--- config.mk ---
export PLATFORM = sky130hd
export DESIGN_NAME = config_loader
export DESIGN_NICKNAME = d
export VERILOG_FILES = /design/src/rtl/config_loader.sv
export SDC_FILE = /design/constraint.sdc
export NUM_CORES = 1
export LEC_CHECK = 0
export CAP_MARGIN = 20
export CORE_MARGIN = 1
export CORE_UTILIZATION = 45
export DETAILED_ROUTE_END_ITERATION = 6
export GPL_TIMING_DRIVEN = 1
export HOLD_SLACK_MARGIN = 0.1
export PLACE_DENSITY = 0.75
export SYNTH_ARGS = -nofsm -noshare
export SYNTH_HDL_FRONTEND = slang
export SYNTH_SLANG_ARGS = --single-unit
--- constraint.sdc ---
create_clock -name clk -period 3.8 [get_ports clk]
set_clock_uncertainty 0.15 [all_clocks]
set_input_delay 0.57 -clock clk [delete_from_list [all_inputs] [get_ports clk]]
set_output_delay 0.57 -clock clk [all_outputs]
set_load 0.03 [all_outputs]
--- src/rtl/config_loader.sv ---
`default_nettype none
// ============================================================================
// config_loader: serialises valid/ready bitstream words LSB-first onto a
// configuration scan chain. Optional readback CRC: CONFIG_LOADER_READBACK_EN.
// Revision: 1.0
// ============================================================================
module config_loader #(
  parameter int WORD_WIDTH   = 8,
  parameter int CHAIN_LENGTH = 12,
  parameter int CNT_WIDTH    = 16
) (
  input  logic                  clk,
  input  logic                  rst,
  input  logic                  start,
  input  logic [WORD_WIDTH-1:0] data_in,
  input  logic                  data_valid,
  output logic                  data_ready,
  output logic                  chain_scan_in,
  output logic                  chain_scan_en,
  input  logic                  chain_scan_out,
  output logic                  busy,
  output logic                  done,
  output logic                  error
);

  localparam int WB = $clog2(WORD_WIDTH + 1);
  localparam logic [WB-1:0]        C_WORD_LAST  = WB'(WORD_WIDTH - 1);
  localparam logic [CNT_WIDTH-1:0] C_TOTAL_LAST = CNT_WIDTH'(CHAIN_LENGTH - 1);

`ifdef CONFIG_LOADER_READBACK_EN
  typedef enum logic [2:0] {
    S_IDLE   = 3'd0,
    S_LOAD   = 3'd1,
    S_SHIFT  = 3'd2,
    S_DONE   = 3'd3,
    S_VERIFY = 3'd4
  } state_t;

  // Serial CRC-8, polynomial x^8+x^2+x+1
  function automatic logic [7:0] crc8_step(input logic [7:0] crc, input logic b);
    logic fb;
    fb = crc[7] ^ b;
    return {crc[6:0], 1'b0} ^ ({8{fb}} & 8'h07);
  endfunction

  logic [7:0] crc_tx_q, crc_tx_d;
  logic [7:0] crc_rx_q, crc_rx_d;
  logic       error_q, error_d;
`else
  typedef enum logic [2:0] {
    S_IDLE  = 3'd0,
    S_LOAD  = 3'd1,
    S_SHIFT = 3'd2,
    S_DONE  = 3'd3
  } state_t;

  logic unused_scan_out;
  assign unused_scan_out = chain_scan_out;
`endif

  state_t                state_q, state_d;
  logic [WORD_WIDTH-1:0] hold_q, hold_d;
  logic [WB-1:0]         wbit_q, wbit_d;
  logic [CNT_WIDTH-1:0]  total_q, total_d;

  always_ff @(posedge clk) begin
    if (rst) begin
      state_q  <= S_IDLE;
      hold_q   <= '0;
      wbit_q   <= '0;
      total_q  <= '0;
`ifdef CONFIG_LOADER_READBACK_EN
      crc_tx_q <= '0;
      crc_rx_q <= '0;
      error_q  <= 1'b0;
`endif
    end else begin
      state_q  <= state_d;
      hold_q   <= hold_d;
      wbit_q   <= wbit_d;
      total_q  <= total_d;
`ifdef CONFIG_LOADER_READBACK_EN
      crc_tx_q <= crc_tx_d;
      crc_rx_q <= crc_rx_d;
      error_q  <= error_d;
`endif
    end
  end

  always_comb begin
    state_d       = state_q;
    hold_d        = hold_q;
    wbit_d        = wbit_q;
    total_d       = total_q;
    data_ready    = 1'b0;
    chain_scan_en = 1'b0;
    chain_scan_in = 1'b0;
    busy          = 1'b0;
    done          = 1'b0;
`ifdef CONFIG_LOADER_READBACK_EN
    crc_tx_d      = crc_tx_q;
    crc_rx_d      = crc_rx_q;
    error_d       = error_q;
`endif

    case (state_q)
      S_IDLE, S_DONE: begin
        done = (state_q == S_DONE);
        if (start) begin
          state_d  = S_LOAD;
          total_d  = '0;
`ifdef CONFIG_LOADER_READBACK_EN
          crc_tx_d = '0;
          crc_rx_d = '0;
          error_d  = 1'b0;
`endif
        end
      end

      S_LOAD: begin
        busy       = 1'b1;
        data_ready = 1'b1;
        if (data_valid) begin
          hold_d  = data_in;
          wbit_d  = '0;
          state_d = S_SHIFT;
        end
      end

      S_SHIFT: begin
        busy          = 1'b1;
        chain_scan_en = 1'b1;
        chain_scan_in = hold_q[0];
        hold_d        = hold_q >> 1;
        wbit_d        = wbit_q + 1'b1;
        total_d       = total_q + 1'b1;
`ifdef CONFIG_LOADER_READBACK_EN
        crc_tx_d      = crc8_step(crc_tx_q, hold_q[0]);
`endif
        // Chain-length exit has priority so a partial final word is truncated
        if (total_q == C_TOTAL_LAST) begin
`ifdef CONFIG_LOADER_READBACK_EN
          state_d = S_VERIFY;
          total_d = '0;
`else
          state_d = S_DONE;
`endif
        end else if (wbit_q == C_WORD_LAST) begin
          state_d = S_LOAD;
        end
      end

`ifdef CONFIG_LOADER_READBACK_EN
      S_VERIFY: begin
        busy          = 1'b1;
        chain_scan_en = 1'b1;
        chain_scan_in = chain_scan_out;
        crc_rx_d      = crc8_step(crc_rx_q, chain_scan_out);
        total_d       = total_q + 1'b1;
        if (total_q == C_TOTAL_LAST) begin
          state_d = S_DONE;
          error_d = (crc_rx_d != crc_tx_q);
        end
      end
`endif

      default: state_d = S_IDLE;
    endcase
  end

`ifdef CONFIG_LOADER_READBACK_EN
  assign error = error_q;
`else
  assign error = 1'b0;
`endif

endmodule
`default_nettype wire

==> results of run 1 <==
==> cell usage after synthesis, drive strengths merged, types with 2 or more instances <==
library cell,instances,area (µm²)
nor2b,3,18.8
nand3b,2,15.0
o21a,3,22.5
o31ai,7,52.6
nor2,18,67.6
nor3,3,15.0
o21ai,3,15.0
xnor2,3,26.3
nand2b,5,31.3
nand3,5,25.0
nor4,3,18.8
nor4b,2,17.5
xor2,2,17.5
buf,3,16.3
and2,3,18.8
a211oi,7,52.6
inv,6,22.5
a32oi,2,17.5
nand2,14,52.6
clkbuf,6,22.5
dfxtp,30,601
or4,7,52.6
mux2i,8,80.1
o32ai,2,17.5
a21oi,15,75.1
nand4,5,31.3
ha,5,62.6
==> worst max path at each step <==
| stage | from | end | slack [ns] | cells past startpoint |
|---|---|---|---|---|
| floorplan | state_q[0] | chain_scan_in | 1.27 | 5 |
| global placement | start | total_q[11] | 1.06 | 5 |
| detailed placement | start | total_q[13] | 1.02 | 5 |
| CTS | state_q[0] | chain_scan_in | 1.03 | 4 |
| global route | state_q[0] | chain_scan_in | 0.91 | 4 |
| finish | state_q[0] | chain_scan_in | 1.05 | 4 |
==> worst reg2reg max path, delay by kind of cell (launching register included) <==
family / cells / cell delay, ns
AND/OR/NAND/NOR: 2 / 1.11
AO/OA/AOI/OAI: 1 / 0.16
buffers and inverters: 1 / 0.06
adder cells (fa/ha/maj): 1 / 0.43
flip-flops: 1 / 0.35
multiplexers: 1 / 0.28
==> metrics by stage <==
| step | utilization (%) | area (µm²) | setup slack (ns) |
|---|---|---|---|
| final | 57.0 | 1800 | 1.05 |
| after global routing | 57.0 | 1800 | 0.909 |
| after CTS | 57.0 | 1800 | 1.03 |
| after detailed placement | 55.0 | 1730 | 1.02 |
| after global placement | 55.0 | 1730 | 1.06 |
| after floorplan | - | 1550 | 1.27 |
==> layout make-up <==
cell class,instances,area [µm²]
multi-input cells,138,887
fillers,296,1360
flip-flops and latches,30,601
inverters,6,22.5
clock buffers,6,51.3
well taps,44,55.1
clock inverters,2,12.5
repair buffers,17,168
==> layout by cell type, fill, tap and decap left out, types with 3 or more instances in the layout <==
cell	netlist	routed
clkdlybuf4s50_1	0	16
a211oi_1	7	7
nand2_1	14	14
mux2i_1	8	8
inv_1	6	6
nor2_1	18	18
dfxtp_1	30	30
xnor2_1	3	3
clkbuf_4	0	5
o21ai_0	3	3
and2_1	3	3
nor4_1	3	3
nand3_1	5	5
nand4_1	5	5
ha_1	5	5
a21oi_1	15	15
o21a_1	3	3
nand2b_1	5	5
o31ai_1	7	7
nor3_1	3	3
nor2b_1	3	3
or4_1	7	7
==> state kept, by name, summed over array words and instances, names as in the netlist <==
| register | count |
|---|---|
| state_q | 2 |
| wbit_q | 4 |
| hold_q | 8 |
| total_q | 16 |
==> power groups by stage <==
stage,Sequential (mW),Clock (mW),Combinational [mW]
2_1_floorplan,0.351,0,0.103
3_3_place_gp,0.352,0,0.139
3_5_place_dp,0.354,0,0.145
4_1_cts,0.347,0.211,0.146
5_1_grt,0.349,0.228,0.164
6_report,0.347,0.202,0.145
==> kinds of logic after synthesis <==
group                    share of synthesized area, %
AND/OR/NAND/NOR                                  26.3
multiplexers                                     5.90
AO/OA/AOI/OAI                                    17.9
other                                           0.242
buffers and inverters                            3.96
adder cells (fa/ha/maj)                          4.04
flip-flops                                       38.8
XOR/XNOR                                         2.83
==> routing by layer <==
layer / vias to the layer above / share of wire (%) / global-route usage, %
li1: 701 / - / -
met1: 678 / 44 / 24.8
met2: 32 / 50 / 35.0
met3: 9 / 3.8 / 7.89
met4: 0 / 2.2 / 7.79
met5: - / 0 / 0
==> results.md, run 1 <==
- Critical path class: register to output pin
- Worst r2r src: state_q[0]
- Non-Filler Instances: 243
- Clock-pin slew on the worst setup and hold paths: 0.10 ns
- Antenna Nets Post-Route: 0
- Via count: 1420
- Post-detailed-route wirelength per cell: 13.8 µm
- Worst min path class: register to register
- Crit Path Max Fanout: 12
- Num rows: 20
- Int Power: 481 µW
- Syn Area/Cell: 8.46 µm²
- Final Hold Fails: 0
- Comb power frac: 20.9%
- Reg2Reg Depth: 6
- WHS: 0.324 ns
- Worst vdd ir: 0.216 mV
- Setup TNS: 0 ns
- Later-pin clock latency in the skew report: 0.33 ns
- Clock sink count: 30
- Hold Path Depth: 2
- Gr ovfl total: 0
- Sw Ratio: 30.6%
- Post-synthesis net count: 201
- Final nets: 216
- Crit path time final: 2.75 ns
- Required time of the critical path: 3.08 ns
- CTS Buffer Depth: 2
- Final WL: 3360 µm
- Synth warn: 0
- Sequential fraction of the synthesis area: 38.8%
- Initial core utilization: 49.1%
- CP delay by family, top: buffers and inverters
- Global-route usage over all layers: 21.1%
- Hold Crit Endpoint: hold_q[7]
- Cell Chain, Critical Path: inv_1 -> ha_1 -> and2_1 -> clkdlybuf4s50_1
- ANT cells: 0
- Crit path arrival time: 2.03 ns
- Pins Over Slew Limit: 0
- Total CTS buffers: 5
- Die extent in y: 60.7 µm
- CTS tree: done
- Crit path largest cell delay: 0.66 ns
- Resize count post-CTS: 0
- First-pass GRT wire length: 5600 µm
- Full die area: 3680 µm²
- Synth Instances: 183
- Max-Slew Margin vs Limit: 47.6%
- Clock power frac: 29.2%
- Initial antenna violation count: 0
- RD Place Congestion: 0.786
- Htree depth: 2
- Worst hold start: hold_q[7]
- Initial DRC count: 87
- Number of synthesized flops with an enable pin: 0
- Fmax: 363 MHz
- Worst reg2reg endpoint: total_q[15]
- Port bufs: 16
- Reg power frac: 49.9%
- Switching power: 213 µW
- Pwr Total: 694 µW
- Ys async rst share: 0%
- Slowest CP cell: clkdlybuf4s50_1
- Drt drc: 0
- Synth unique cells: 40
- Fraction of final layout cells sized beyond drive strength 1: 5.53%
- P per Cell Area: 386 nW/µm²
- Largest net degree at the start of global routing: 22
- Layout overhead on the synthesized area: 16.0%
- Synth Flop Type: dfxtp_1
- Flops & latches, synth: 30
- CP endpoint kind: output pin
- WP buf/inv: 2
- # setup viols final: 0
- Ports: 19
- Placed insts: 235
- Cell area after synthesis: 1550 µm²
- Status: finished, final reports clean
- Critical Path Start Type: register
- Drt pass-1 iters: 4
- Worst-Margin Slew: 0.784 ns
- RSZ-0062 raised after global routing: no
- HPWL after DPL: 2440 µm
- Crit share post-route: 72.4%
- Leakage: 0.587 nW
- Cts hold-fix bufs: 0
- Floorplan core area: 3150 µm²
- Number of global-route vias before repair: 1287
- Clk root buf: clkbuf_4
- Vias per cell: 5.84
- R2r setup slk: 1.19 ns
- Post-CTS Setup Inserts: 0
- Die span in x: 60.7 µm
- Max-Cap Viols: 0
Power figures use the tool's default switching activity.
==> inputs of run 2 (changes only) <==
==> constraint.sdc (replaced) <==
create_clock -name clk -period 2.8 [get_ports clk]
set_clock_uncertainty 0.15 [all_clocks]
set_input_delay 0.42 -clock clk [delete_from_list [all_inputs] [get_ports clk]]
set_output_delay 0.42 -clock clk [all_outputs]
set_load 0.03 [all_outputs]
==> run 2 against run 1 <==
Setup slack worse by 0.75 ns. Sequential cell count stayed put. Highest routed layer unchanged. Critical path depth stayed put. Global-route usage is 0.19 points higher.
==> results.md, run 2 (same netlist as run 1, synthesis figures left out) <==
- Largest net degree at the start of global routing: 17 (was 22)
- Filler instances: 300 (was 296)
- Setup WS post-layout: 0.299 ns (was 1.05 ns)
- RD Place Congestion: 0.782 (was 0.786)
- Layout overhead on the synthesized area: 16.2% (was 16.0%)
- Crit path time final: 2.50 ns
- Pins Over Slew Limit: 0 (unchanged)
- Worst vdd ir: 0.337 mV (was 0.216 mV)
- Max-Slew Margin vs Limit: 54.9% (was 47.6%)
- Die span in x: 60.7 µm (unchanged)
- Non-Filler Instances: 245 (was 243)
- Final Hold Fails: 0 (unchanged)
- Cts hold-fix bufs: 0 (unchanged)
- Drt drc: 0 (unchanged)
- Critical path class: register to output pin (unchanged)
- Vias per cell: 5.66 (was 5.84)
- Clk root buf: clkbuf_4 (unchanged)
- Required time of the critical path: 2.23 ns (was 3.08 ns)
- CP endpoint: chain_scan_in (unchanged)
- Initial core utilization: 49.1% (unchanged)
- # setup viols final: 0 (unchanged)
- HPWL after DPL: 2320 µm (was 2440 µm)
- Largest regs: total_q x16, hold_q x8, wbit_q x4 (unchanged)
- Max-Cap Viols: 0 (unchanged)
- Most frequent cells in the layout: 30 x dfxtp_1, 18 x nor2_1, 16 x clkdlybuf4s50_1, 15 x a21oi_1, 14 x nand2_1 (unchanged)
- Worst-Margin Slew: 0.669 ns (was 0.784 ns)
- Most common cell after layout, fill and taps aside: dfxtp_1 (unchanged)
- Worst r2r src: state_q[0] (unchanged)
- P per Cell Area: 506 nW/µm² (was 386 nW/µm²)
- Setup TNS: 0 ns (unchanged)
- Post-detailed-route wirelength per cell: 13.1 µm (was 13.8 µm)
- Final WL: 3210 µm (was 3360 µm)
- Placed Area: 1760 µm² (was 1730 µm²)
- Htree depth: 2 (unchanged)
- Die extent in y: 60.7 µm (unchanged)
- Antenna Nets Post-Route: 0 (unchanged)
- Gr ovfl total: 0 (unchanged)
- Post-Layout Inst Area: 1800 µm² (about the same)
- Full die area: 3680 µm² (unchanged)
- Status: finished, final reports clean (unchanged)
- Worst min path class: register to register (unchanged)
- Initial antenna violation count: 0 (unchanged)
- Drt pass-1 iters: 4 (unchanged)
- Later-pin clock latency in the skew report: 0.33 ns (about the same)
- Post-placement setup slack: 0.257 ns (was 1.02 ns)
- Crit share post-route: 89.3%
- Total CTS buffers: 5 (unchanged)
- Via count: 1387 (was 1420)
- Global-route usage over all layers: 21.2% (was 21.1%)
- Clock sink count: 30 (unchanged)
- Leakage: 0.593 nW (was 0.587 nW)
- CP endpoint kind: output pin (unchanged)
- Most flop-heavy register: total_q (unchanged)
- First-pass GRT wire length: 5730 µm (was 5600 µm)
- Crit path arrival time: 1.93 ns (was 2.03 ns)
- Ports: 19 (unchanged)
- Post-CTS Setup Inserts: 0 (unchanged)
- Worst hold start: hold_q[7] (unchanged)
- Num rows: 20 (unchanged)
- Core Util, Final: 57.1% (was 57.0%)
- CTS Buffer Depth: 2 (unchanged)
- RSZ-0062 raised after global routing: no (unchanged)
- Worst setup path start: state_q[0] (unchanged)
- WHS: 0.329 ns (was 0.324 ns)
- Fraction of final layout cells sized beyond drive strength 1: 5.47% (was 5.53%)
- CTS tree: done (unchanged)
- Number of global-route vias before repair: 1330 (was 1287)
- Worst reg2reg endpoint: total_q[15] (unchanged)
- Initial DRC count: 63 (was 87)
- Port bufs: 16 (unchanged)
- ANT cells: 0 (unchanged)
- Crit Path Max Fanout: 9 (was 12)
- Final nets: 219 (was 216)
- Fmax: 400 MHz
- Clock-pin slew on the worst setup and hold paths: 0.09 ns (was 0.10 ns)
- Critical Path Start Type: register (unchanged)
- Resize count post-CTS: 0 (unchanged)
- Largest register FFs: 16 (unchanged)
- Placed insts: 238 (was 235)
- Reg2Reg Depth: 6 (unchanged)
- Pwr Total: 912 µW (was 694 µW)
- R2r setup slk: 0.39 ns (was 1.19 ns)
- Floorplan core area: 3150 µm² (unchanged)
[run 2: cell count changes in the layout (fill, tap and decap cells not counted)]
cell and delta:
buf_4 +3, clkbuf_1 +2, clkbuf_8 -1, clkinv_2 -1, clkinvlp_4 -1
[run 2: routing by layer]
metal	wire length, µm	GRT usage [%]	up-vias	part of all wire (%)
met5	0	0	-	0
met4	23	6.82	0	0.72
met3	117	7.68	5	3.6
met2	1500	33.0	26	47
met1	1570	27.6	651	49
li1	-	-	705	-
[run 2: final cells by class]
type,count,area (µm²),share of cell area (%)
tap,44,55.1,3.06
multi-input combinational,138,887,49.3
timing repair buffer,20,190,10.6
inverter,6,22.5,1.25
clock buffer,7,45.0,2.50
sequential,30,601,33.4
[run 2: worst max-delay path: stages (launching register included)]
cell and delay [ns]:
dfxtp_1 0.35, inv_1 0.06, ha_1 0.35, and2_1 0.18, clkdlybuf4s50_1 0.66
[run 2: worst min path at each step]
stage	slack (ns)	depth (start not counted)	end
2_1_floorplan	0.28	2	hold_q[7]
3_3_place_gp	0.30	2	hold_q[7]
3_5_place_dp	0.31	2	hold_q[7]
4_1_cts	0.33	2	hold_q[7]
5_1_grt	0.35	2	hold_q[7]
6_report	0.33	2	hold_q[7]
[run 2: where the power goes]
part	leakage [nW]	total, mW	internal [mW]	switching [mW]
Combinational	0.324	0.205	0.0867	0.118
Clock	0.0254	0.236	0.0945	0.142
Sequential	0.243	0.471	0.454	0.0167
Total	0.593	0.912	0.635	0.276
==> inputs of run 3 (changes only) <==
--- a/config.mk
+++ b/config.mk
@@ -6,7 +6,6 @@
 export NUM_CORES = 1
 export LEC_CHECK = 0
 export CAP_MARGIN = 20
-export CORE_MARGIN = 1
 export CORE_UTILIZATION = 45
 export DETAILED_ROUTE_END_ITERATION = 6
 export GPL_TIMING_DRIVEN = 1
==> results of run 3 <==
No change in the layout: final DEF, timing and power equal those of run 2.
==> RTL edit 1 (settings of run 2) <==
Set the parameter `CHAIN_LENGTH` to 6 (it was 12).
--- a/src/rtl/config_loader.sv
+++ b/src/rtl/config_loader.sv
@@ -8,3 +8,3 @@
   parameter int WORD_WIDTH   = 8,
-  parameter int CHAIN_LENGTH = 12,
+  parameter int CHAIN_LENGTH = 6,
   parameter int CNT_WIDTH    = 16
Behaviour: not the same (Yosys sat finds a counterexample within 10 cycles, from zero or initial values and one cycle with rst high).
==> RTL edit 1 against run 2 <==
Routed wire length shrank 2.9%; core utilization decreased by 2.5 points; final area is 1.2% higher; power decreased by 0.46%; maximum frequency up 0.64%; count of clock-buffer cells in the layout stayed put; critical path type unchanged; critical path depth stayed put; sequential cell count unchanged; worst setup slack improved by 0.016 ns; area after synthesis rose by 1.6%.
==> RTL edit 1: results (changes against run 2) <==
status: complete, no violations
worst hold start: hold_q[7]
Fill cells: 325 (+8.3%)
Slew Limit Headroom: 0.5679 (+0.01858)
global-route wire length before repair: 5568 µm (-2.8%)
Synth area leaders: dfxtp_1 (38%), mux2i_1 (5.1%), ha_1 (4.8%)
reg2reg start: state_q[0]
# resized after CTS: 0 (unchanged)
Clock Power Share: 0.258 (about the same)
LEAKAGE: 0.0006024 µW (+1.6%)
Cell variety after synth: 40 (unchanged)
minimum setup slack among reg-to-reg paths: 0.43 ns (+0.04 ns)
post-synthesis sequential area ratio: 0.3816 (-0.006164)
Min-Delay Path Class: flip-flop to flip-flop
switching portion of total power: 0.2989 (-0.004094)
H-tree depth: 2 (unchanged)
Nets: 222 (+1.4%)
post-detail-place hpwl: 2244 µm (-3.1%)
post-synthesis net count: 204 (+1.5%)
Placer Congestion: 0.7997 (+2.3%)
vias in the first global route: 1221 (-8.2%)
1st-iter DRT viols: 45 (-29%)
asr flop ratio synth: 0 (unchanged)
worst hold slack: 0.3063 ns (-0.02242 ns)
drt total wl: 3121 µm (-2.9%)
gr usage total: 0.2026 (-0.009851)
maximum VDD drop: 0.3005 mV (-11%)
Crit Path Max Fanout: 5 (-4)
Synth top cells by count: dfxtp_1 (30), nor2_1 (19), a21oi_1 (14), nand2_1 (14), mux2i_1 (8)
mean number of vias per cell: 5.606 (-0.97%)
share of cells above drive strength 1: 0.05911 (+0.004387)
[RTL edit 1: worst paths after layout]
| check | end | depth (start not counted) |
|---|---|---|
| hold / removal | hold_q[7] | 2 |
| hold reg to reg | hold_q[7] | 2 |
| setup reg to reg | total_q[11] | 6 |
| setup / recovery | busy | 4 |
[RTL edit 1: cells by family after synthesis]
logic type	Yosys count	synth area share
and+or+nand+nor	76	0.2568
AOI/OAI and AO/OA	41	0.1733
DFF	30	0.3816
buffers and inverters	16	0.04532
muxes	10	0.06518
adders and majority gates	6	0.04769
xor gates and xnor gates	5	0.02783
other	1	0.002382
[RTL edit 1: metrics by stage]
stage	utilization	cell area (µm²)	setup slack, ns	instances	power, µW
finish	0.5459	1822	0.3150	249	907.5
global route	0.5459	1822	0.1936	249	965.7
CTS	0.5459	1822	0.3046	249	918.2
detailed placement	0.5324	1777	0.2953	242	682.0
global placement	0.5324	1777	0.3325	242	676.8
floorplan	-	1574	0.4349	185	616.5
[RTL edit 1: worst max-delay path: stages, from the launching register on]
cell and delay [ns]:
dfxtp_1 0.40, inv_1 0.06, ha_1 0.36, inv_1 0.11
clkdlybuf4s50_1 0.67
[RTL edit 1: area by class of cell]
cell class              count  area, µm²  area share
well taps                  46      57.56     0.03159
flip-flops and latches     30      600.6      0.3297
clock buffers               7      45.04     0.02473
repair buffers             20      190.2      0.1044
multi-input cells         139      902.1      0.4952
inverters                   7      26.28     0.01442
[RTL edit 1: routing by layer]
metal,up-vias,global-route usage,routed length (µm)
li1,705,-,-
met3,8,0.07353,151
met1,653,0.2743,1497
met2,30,0.2935,1405
met5,-,0,0
met4,0,0.07792,67
==> RTL edit 2 (config.mk and constraints of run 2) <==
Without the edit above. `hold_q` no longer has a reset.
--- a/src/rtl/config_loader.sv
+++ b/src/rtl/config_loader.sv
@@ -68,3 +68,2 @@
       state_q  <= S_IDLE;
-      hold_q   <= '0;
       wbit_q   <= '0;
@@ -78,3 +77,2 @@
       state_q  <= state_d;
-      hold_q   <= hold_d;
       wbit_q   <= wbit_d;
@@ -87,2 +85,6 @@
     end
+  end
+
+  always_ff @(posedge clk) begin
+    hold_q <= hold_d;
   end
Formal check against the unedited RTL: same outputs for any inputs over 10 cycles, from zero or initial values and one cycle with rst high; that may be too few to reach the edited logic, so the function may still have changed.
==> RTL edit 2 against run 2 <==
Area after synthesis down 3.5%; sequential cell count unchanged; first-iteration DRC count down 6.3%; routed wire length down 4.5%; highest routed layer unchanged; critical path depth down 1; core utilization down 0.41 points; final area down 2.3%; critical path type unchanged; non-clock buffer count down 1; worst setup slack worse by 0.047 ns.
Power is not compared: it rests on default switching activity, and its combinational part moved more than twofold at a synthesized area within 25%.
==> RTL edit 2: results (changes against run 2) <==
GRT met1 Usage: 0.2082 (-0.06787)
Placed Area: 1707 µm² (-2.8%)
wl on met1: 1323 µm (-16%)
Synth top cells by count: dfxtp_1 (22), nand2_1 (11), nor2_1 (11)
status: complete, no violations
reg2reg start: state_q[1]
R2R Path End: total_q[14]
NonClk Buf Share: 0.1038 (-0.001788)
Crit Path Max Fanout: 13 (+4)
synthesized instance count: 158 (-14%)
Via Count: 1252 (-9.7%)
clock buffers: 6 (-1)
Met3 Wirelength: 125 µm (+6.8%)
1st-iter DRT viols: 59 (-6.3%)
largest net degree at the start of global routing: 15 (-2)
fraction of area in registers: 0.3869 (+0.05335)
Non-clock buffers: 19 (-5.0%)
minimum setup slack among reg-to-reg paths: 0.45 ns (+0.06 ns)
GRT met3 Usage: 0.05240 (-0.02436)
pre-CTS setup slack: 0.3824 ns (+0.1255 ns)
DR WL/cell: 13.77 µm (+5.0%)
Placer Congestion: 0.7982 (+2.1%)
Post-synth EDFFs: 8 (+8)
worst hold start: wbit_q[3]
total power: 1433 µW
WP data arrival: 1.98 ns (+0.05 ns)
ClkCell Share: 0.02845 (+0.003432)
Nets: 196 (-11%)
worst hold slack: 0.3360 ns (+0.007332 ns)
share of cells above drive strength 1: 0.1117 (+0.05701)
Synth area leaders: dfxtp_1 (29%), edfxtp_1 (16%), mux2_2 (5.3%)
Hold EP: wbit_q[3]
post-detail-place hpwl: 2172 µm (-6.2%)
multi-input combinational area share: 0.4367 (-0.05600)
grt met2 use: 0.3508 (+0.02112)
Worst-Margin Slew: 0.7298 ns (+0.06089 ns)
[RTL edit 2: worst max path at each step]
stage / startpoint / end / slack [ns] / depth (start not counted)
2_1_floorplan: state_q[0] / chain_scan_in / 0.50 / 5
5_1_grt: state_q[1] / chain_scan_in / 0.16 / 3
6_report: state_q[1] / chain_scan_in / 0.25 / 3
4_1_cts: state_q[0] / chain_scan_in / 0.07 / 4
3_5_place_dp: state_q[0] / total_q[14] / 0.38 / 7
3_3_place_gp: start / total_q[14] / 0.44 / 6
[RTL edit 2: cells by family (layout without fill, tap and decap cells)]
logic type | after synthesis | after routing | share of synthesized area
muxes | 8 | 8 | 0.05942
DFF | 30 | 30 | 0.4552
AOI/OAI and AO/OA | 26 | 26 | 0.1096
adders and majority gates | 5 | 5 | 0.04184
buffers and inverters | 12 | 33 | 0.03263
other | 1 | 1 | 0.002508
xor gates and xnor gates | 7 | 7 | 0.04100
and+or+nand+nor | 69 | 69 | 0.2577
